**config.mk**
```make
export PLATFORM = sky130hd
export DESIGN_NAME = t_switch_up_arbiter_flat
export DESIGN_NICKNAME = d
export VERILOG_FILES = /design/src/rtl/t_switch_up_arbiter_if.sv /design/src/rtl/t_switch_up_arbiter.sv /design/src/flat_wrapper.sv
export SDC_FILE = /design/constraint.sdc
export NUM_CORES = 1
export LEC_CHECK = 0
export BUFFER_PORTS_ARGS = -buffer_cell sky130_fd_sc_hd__buf_2
export CAP_MARGIN = 25
export CORE_MARGIN = 2
export CORE_UTILIZATION = 40
export DETAILED_ROUTE_END_ITERATION = 12
export GPL_TIMING_DRIVEN = 0
export MAX_ROUTING_LAYER = met4
export PLACE_DENSITY_LB_ADDON = 0.3
export SLEW_MARGIN = 10
export SYNTH_ARGS = -nofsm -noshare
export SYNTH_HDL_FRONTEND = slang
export SYNTH_SLANG_ARGS = --single-unit
```
**constraint.sdc**
```tcl
create_clock -name clk -period 4.76 [get_ports clk]
set_clock_uncertainty 0.2 [all_clocks]
set_input_delay 0.476 -clock clk [delete_from_list [all_inputs] [get_ports clk]]
set_output_delay 0.476 -clock clk [all_outputs]
set_load 0.02 [all_outputs]
```
**src/rtl/t_switch_up_arbiter_if.sv**
```systemverilog
// Child-to-parent bus bundle of one t-switch up-link arbiter.
// The master modport is the environment side; the slave modport is the arbiter side.
interface t_switch_up_arbiter_if #(
  parameter int unsigned p_sz = 52
) ();
  logic [p_sz-1:0] l_bus_i;
  logic [p_sz-1:0] r_bus_i;
  logic            l_ack_o;
  logic            r_ack_o;
  logic [p_sz-1:0] u_bus_o;
  logic            u_ready_i;
  logic [15:0]     conflict_cnt_o;

  modport master (
    output l_bus_i, r_bus_i, u_ready_i,
    input  l_ack_o, r_ack_o, u_bus_o, conflict_cnt_o
  );

  modport slave (
    input  l_bus_i, r_bus_i, u_ready_i,
    output l_ack_o, r_ack_o, u_bus_o, conflict_cnt_o
  );
endinterface

```
**src/rtl/t_switch_up_arbiter.sv**
```systemverilog
// Round-robin up-link arbiter of a BFT t-switch: two 2-entry child FIFOs feeding one
// registered up-bus slot, with a saturating contention counter.
module t_switch_up_arbiter #(
  parameter int unsigned num_leaves = 256,
  parameter int unsigned payload_sz = 43,
  parameter int unsigned p_sz       = 1 + $clog2(num_leaves) + payload_sz,
  parameter int unsigned level      = 7
) (
  input logic                 clk,
  input logic                 reset,
  t_switch_up_arbiter_if.slave bus
);

  if (p_sz != 1 + $clog2(num_leaves) + payload_sz) begin : g_psz_chk
    $error("p_sz must equal 1 + log2(num_leaves) + payload_sz");
  end
  if (level > $clog2(num_leaves)) begin : g_level_chk
    $error("level exceeds tree depth");
  end

  typedef enum logic {PortL = 1'b0, PortR = 1'b1} port_e;

  logic [1:0][p_sz-1:0] in_bus;
  logic [p_sz-1:0]      mem_q [2][2];
  logic [1:0][1:0]      cnt_q, cnt_d;
  logic [1:0]           wptr_q, wptr_d;
  logic [1:0]           rptr_q, rptr_d;
  logic [1:0]           push, pop, not_empty;
  logic [p_sz-1:0]      u_bus_q, u_bus_d;
  port_e                last_q, last_d, grant;
  logic                 grant_vld, slot_free, conflict;
  logic [15:0]          conf_q, conf_d;

  assign in_bus[PortL] = bus.l_bus_i;
  assign in_bus[PortR] = bus.r_bus_i;

  always_comb begin
    push      = '0;
    pop       = '0;
    not_empty = '0;
    grant     = PortL;
    grant_vld = 1'b0;
    conflict  = 1'b0;
    u_bus_d   = u_bus_q;
    last_d    = last_q;
    cnt_d     = cnt_q;
    wptr_d    = wptr_q;
    rptr_d    = rptr_q;

    // No pop bypass: a full FIFO refuses even when it drains this cycle.
    for (int p = 0; p < 2; p++) begin
      push[p]      = in_bus[p][p_sz-1] && (cnt_q[p] != 2'd2) && reset;
      not_empty[p] = (cnt_q[p] != 2'd0);
    end

    slot_free = !u_bus_q[p_sz-1] || bus.u_ready_i;

    if (slot_free) begin
      if (not_empty[PortL] && not_empty[PortR]) begin
        conflict  = 1'b1;
        grant_vld = 1'b1;
        grant     = (last_q == PortR) ? PortL : PortR;
      end else if (not_empty[PortL]) begin
        grant_vld = 1'b1;
        grant     = PortL;
      end else if (not_empty[PortR]) begin
        grant_vld = 1'b1;
        grant     = PortR;
      end
      u_bus_d = grant_vld ? mem_q[grant][rptr_q[grant]] : '0;
    end

    if (grant_vld) begin
      last_d = grant;
    end
    pop[PortL] = grant_vld && (grant == PortL);
    pop[PortR] = grant_vld && (grant == PortR);

    for (int p = 0; p < 2; p++) begin
      cnt_d[p]  = cnt_q[p] + {1'b0, push[p]} - {1'b0, pop[p]};
      wptr_d[p] = wptr_q[p] ^ push[p];
      rptr_d[p] = rptr_q[p] ^ pop[p];
    end

    conf_d = (conflict && (conf_q != 16'hFFFF)) ? conf_q + 16'd1 : conf_q;
  end

  always_ff @(posedge clk or negedge reset) begin
    if (!reset) begin
      cnt_q   <= '0;
      wptr_q  <= '0;
      rptr_q  <= '0;
      u_bus_q <= '0;
      last_q  <= PortR;
      conf_q  <= '0;
    end else begin
      cnt_q   <= cnt_d;
      wptr_q  <= wptr_d;
      rptr_q  <= rptr_d;
      u_bus_q <= u_bus_d;
      last_q  <= last_d;
      conf_q  <= conf_d;
    end
  end

  // Storage needs no reset; occupancy is tracked by the counts alone.
  always_ff @(posedge clk) begin
    for (int p = 0; p < 2; p++) begin
      if (push[p]) begin
        mem_q[p][wptr_q[p]] <= in_bus[p];
      end
    end
  end

  assign bus.l_ack_o        = push[PortL];
  assign bus.r_ack_o        = push[PortR];
  assign bus.u_bus_o        = u_bus_q;
  assign bus.conflict_cnt_o = conf_q;

endmodule
```
**src/flat_wrapper.sv**
```systemverilog
// flat-port wrapper written by rule: the top's interface ports become plain ports
module t_switch_up_arbiter_flat 
#(
  parameter int unsigned num_leaves = 256,
  parameter int unsigned payload_sz = 43,
  parameter int unsigned p_sz       = 1 + $clog2(num_leaves) + payload_sz,
  parameter int unsigned level      = 7
)
  (clk, reset, bus_l_bus_i, bus_r_bus_i, bus_u_ready_i, bus_l_ack_o, bus_r_ack_o, bus_u_bus_o, bus_conflict_cnt_o);
  t_switch_up_arbiter_if #(.p_sz(p_sz)) bus_i ();
  input logic clk;
  input logic reset;
  input wire logic [$bits(bus_i.l_bus_i)-1:0] bus_l_bus_i;
  input wire logic [$bits(bus_i.r_bus_i)-1:0] bus_r_bus_i;
  input wire logic [$bits(bus_i.u_ready_i)-1:0] bus_u_ready_i;
  output wire logic [$bits(bus_i.l_ack_o)-1:0] bus_l_ack_o;
  output wire logic [$bits(bus_i.r_ack_o)-1:0] bus_r_ack_o;
  output wire logic [$bits(bus_i.u_bus_o)-1:0] bus_u_bus_o;
  output wire logic [$bits(bus_i.conflict_cnt_o)-1:0] bus_conflict_cnt_o;
  assign bus_i.l_bus_i = bus_l_bus_i;
  assign bus_i.r_bus_i = bus_r_bus_i;
  assign bus_i.u_ready_i = bus_u_ready_i;
  assign bus_l_ack_o = bus_i.l_ack_o;
  assign bus_r_ack_o = bus_i.r_ack_o;
  assign bus_u_bus_o = bus_i.u_bus_o;
  assign bus_conflict_cnt_o = bus_i.conflict_cnt_o;
  t_switch_up_arbiter #(.num_leaves(num_leaves), .payload_sz(payload_sz), .p_sz(p_sz), .level(level)) u_core (.clk(clk), .reset(reset), .bus(bus_i));
endmodule
```
Word level (Yosys, flattened, before mapping)
Memory sizes are Yosys's and may differ from the RTL's.
Cells that the tools add are included.
{"block": "classes", "addsub": 5, "magnitude_cmp": 6, "n_eq_ne": 3, "n_mux": 26, "bitwise": 8, "n_reduce_logical": 14}
{"cell": "$mux 52", "n": 6}
{"cell": "$mux 104", "n": 2}
{"cell": "$demux 52 s1", "n": 2}
{"cell": "$add 16x1->16 const B", "n": 1}
{"cell": "$mux 1", "n": 16}
{"cell": "$ne 16x16->1 const B", "n": 1}
{"cell": "$logic_and 1x1->1", "n": 10}
{"cell": "$ge 2x2->1 const B", "n": 3}
{"cell": "$not 1->2", "n": 3}
{"cell": "$add 2x1->2", "n": 2}
{"cell": "$lt 2x1->1 const B", "n": 2}
{"cell": "$ne 2x2->1 const B", "n": 2}
{"cell": "$reduce_bool 2->1", "n": 2}
{"cell": "$sub 2x1->2", "n": 2}
{"cell": "$xor 1x1->1", "n": 4}
{"cell": "$lt 1x2->1 const B", "n": 1}
{"cell": "$logic_not 1->1", "n": 1}
{"cell": "$logic_or 1x1->1", "n": 1}
{"cell": "$not 1->1", "n": 1}
{"block": "word_totals", "regBits": 77, "mem_bits_rw": 208, "input_bits": 107, "output_inout_bits": 70, "word_cells": 70, "memories": 1}
{"memory": "u_core.mem_q", "words": 2, "word_bits": 104, "rd": 1, "rd_ports_with_merged_regs": 0, "write_ports": 2, "line": "t_switch_up_arbiter.sv:24", "text": "logic [p_sz-1:0] mem_q [2][2];"}

Longest topological paths before layout
{"block": "logic_depth", "word_depth": 12, "ltp_mapped": 9, "ltp_nobuf": 8}

Least setup slack after synthesis
OpenSTA, ideal clock, no wires.
{"block": "synth_path", "path_type": "register to register", "start": "register u_core.cnt_q[3] (netlist bit)", "end": "memory u_core.mem_q[1][0] (netlist bit), enable pin", "setup_ns": 0.415, "arrival_ns": 2.397, "required_ns": 4.145, "slack_ns": 1.748, "stages_incl_launch_ff": 4, "n_path_buf": 1, "synth_period_minus_slack_ns": 3.012, "path_cell_list": "dfrtp_1 -> clkbuf_2 -> a21oi_1 -> ha_1"}
{"item": "start: declaration", "line": "t_switch_up_arbiter.sv:25", "text": "logic [1:0][1:0] cnt_q, cnt_d;"}
{"item": "start signal: assignment", "line": "t_switch_up_arbiter.sv:97", "text": "cnt_q <= cnt_d;"}
{"item": "end: declaration", "line": "t_switch_up_arbiter.sv:24"}

Worst setup path after layout
{"block": "layout_path", "start": "input port reset", "end": "output port bus_r_ack_o"}
{"block": "layout_via", "elab_chain_cells": 1}
{"item": "start: declaration", "line": "flat_wrapper.sv:12", "text": "input logic reset;"}
{"item": "$logic_and 1x1->1", "line": "t_switch_up_arbiter.sv:52", "text": "push[p] = in_bus[p][p_sz-1] && (cnt_q[p] != 2'd2) && reset;"}
{"item": "end: declaration", "line": "flat_wrapper.sv:17", "text": "output wire logic [$bits(bus_i.r_ack_o)-1:0] bus_r_ack_o;"}
No other way between the ends.

==> run metrics <==
status=finished clean; crit-path max cell delay=0.53 ns; Die Y=170 um; Synth Flop Type=edfxtp_1; Tmin final=3.35 ns; Post-synth ARST share=0.270; Fin. Hold Viols=0; global-route wire length before repair=38800 um; Worst-Skew Late Latency=0.56 ns; total grt overflow=0; Vias/cell=4.98; post-placement worst setup slack=1.57 ns; Site Rows=60; syn_area_per_cell=16.0 um2; MaxCap Viol Count=0; vias in the first global route=7099; Iteration-0 DRC Markers=343; total CTS buffers=30; Post-Route Setup TNS=0 ns; detailed placer's ending HPWL=16200 um; slew at the pin with the worst max-slew slack=0.931 ns; Clock Tree Buf Depth=3; share of cells above drive strength 1=0.238; Pleak=5.80 nW; Total Routing Usage GR=0.179; crit path capture type=primary output; post-synthesis cell count=684; RSZ-0062 raised after global routing=false; top post-synthesis cells by area=edfxtp_1 (57%), dfrtp_1 (17%), mux2i_1 (9.5%), a32o_1 (4.7%), nand2_1 (3.8%); die area=28800 um2; crit path DAT=2.67 ns; Final Max Tran Viols=0; Final nets=1118; drt total wl=24900 um; Worst Path Max Fanout=43; commonest cells after routing, fill and taps aside=edfxtp_1 (208), buf_2 (177), nand2_1 (111); Syn. warnings=0; # IOs=177; Worst Setup Start Kind=primary input; Synth Register Bits=285; Residual DRC=0; IO Port Bufs=176; Final WS setup=1.41 ns; R2R cell count=6; placed cells=1206; core box area=27000 um2; Final period util=0.704; CP required=4.08 ns; CTS tree=built; reg-to-reg startpoint=u_core.bus.conflict_cnt_o[0]$_DFFE_PN0P_; Worst Hold Slack=0.268 ns; CTS root buffer=clkbuf_16; clock sinks=285; Synth top area share=0.569; R2R Setup Slk=1.97 ns; Placer Congestion=0.793; Peak VDD IR=0.368 mV; pin count of the biggest net entering global routing=44; die width=170 um; number of synthesized flops with an enable pin=208; antenna viol nets, final=0; Initial Util=0.407; Crit Reg-Reg Endpoint=u_core.bus.conflict_cnt_o[1]$_DFFE_PN0P_; slew margin rel.=0.375; register area share after synthesis=0.745; slowest CP cell=dlygate4sd3_1; Synth cell types=40; synthesized net count=800; Clk pin slew, worst setup/hold paths=0.06 ns; critical path type=primary input to primary output; # diodes=0; initial antenna violation count=0; H-Tree Depth=1; Post-Syn Area=11000 um2; Final setup violation count=0; commonest non-fill, non-tap cell in the layout=edfxtp_1; Setup Buffers After CTS=0; via count=6809; Pre-antenna DRT Iters=5; power density over the cells=616 nW/um2; post-route insts no fill=1367; post-synth top area cell=edfxtp_1; Routed WL per cell=18.2 um; Tightest Hold Check Type=primary input to async pin; fmax=299 MHz; area added between synthesis and finish=32.7%; CP Cell Sequence=dlygate4sd3_1, buf_4, buf_16, nand2_1, a21oi_1, buf_2
-- metrics by stage --
| stage | utilization | area [um2] | power (mW) |
|---|---|---|---|
| detailed placement | 0.462 | 12500 | 6.56 |
| floorplan | - | 11000 | 5.51 |
| global route | 0.540 | 14600 | 9.47 |
| CTS | 0.540 | 14600 | 9.09 |
| finish | 0.540 | 14600 | 8.97 |
| global placement | 0.456 | 12300 | 6.45 |
-- worst max path at each step --
stage / cells past startpoint / from / slack (ns) / end
finish: 6 / reset / 1.41 / bus_r_ack_o
floorplan: 3 / u_core.cnt_q[3]$_DFF_PN0_ / 1.75 / u_core.mem_q[1][0]$_DFFE_PP_
detailed placement: 6 / reset / 1.57 / u_core.mem_q[1][98]$_DFFE_PP_
global route: 6 / reset / 1.14 / bus_r_ack_o
global placement: 4 / reset / -0.73 / u_core.mem_q[0][85]$_DFFE_PP_
CTS: 6 / reset / 1.33 / bus_r_ack_o
-- flip-flops by register name (all words and copies together), names as in the netlist --
| name | count |
|---|---|
| u_core.mem_q | 208 |
| u_core.bus.u_bus_o | 52 |
| u_core.bus.conflict_cnt_o | 16 |
| u_core.cnt_q | 4 |
| u_core.rptr_q | 2 |
| u_core.wptr_q | 2 |
| u_core.last_q | 1 |
-- Yosys cell counts (2+ instances only) --
cell and n:
nand3_1 5, clkbuf_1 33, nand4b_1 2, o211ai_1 3, xnor2_1 12, mux2_2 2, nor4_1 4, nor2_1 5
dfrtp_1 76, and3_1 3, mux2i_1 104, nor2b_1 2, o21ai_0 7, nor3_1 6, edfxtp_1 208, ha_1 9
xor2_1 6, inv_1 11, buf_2 2, nand2_1 111, a32o_1 51, nand4_1 4
-- logic make-up (layout without fill, tap and decap cells) --
| logic type | count (synthesis) | in the layout | share of synthesized area |
|---|---|---|---|
| xor gates and xnor gates | 18 | 18 | 0.0144 |
| and+or+nand+nor | 149 | 149 | 0.0592 |
| muxes | 107 | 107 | 0.0982 |
| adders and majority gates | 9 | 9 | 0.0103 |
| buffers and inverters | 48 | 390 | 0.0168 |
| AOI/OAI and AO/OA | 68 | 68 | 0.0566 |
| DFF | 285 | 285 | 0.745 |
-- layer usage --
metal / track usage / wire [um] / part of all wire
met1: 0.226 / 10800 / 0.43
met3: 0.0333 / 1340 / 0.054
met2: 0.303 / 12300 / 0.49
met5: - / 0 / 0
met4: 0.0424 / 505 / 0.020
-- repair_timing --
action,CTS,global route
hold buffers,105,0
hold endpoints to repair,244,0
gates resized for setup,0,0
-- worst max-delay path, delay by kind of cell --
kind            cells  cell delay, ns
compound gates      1            0.46
buf+inv             4            1.60
simple gates        1            0.09
-- power by group --
part / switching (mW) / total [mW] / internal [mW]
Combinational: 1.80 / 3.00 / 1.20
Sequential: 0.270 / 3.52 / 3.25
Clock: 0.939 / 2.45 / 1.51
-- final cells by class --
type,count,area (um2)
Inverter,11,41.3
Clock buffer,38,801
Clock inverter,18,253
Multi-Input combinational cell,351,2670
Buffer,37,143
Tap cell,341,427
Timing Repair Buffer,286,2060
Sequential cell,285,8170
Fill cell,2208,12400
(Power assumes the default switching activity.)
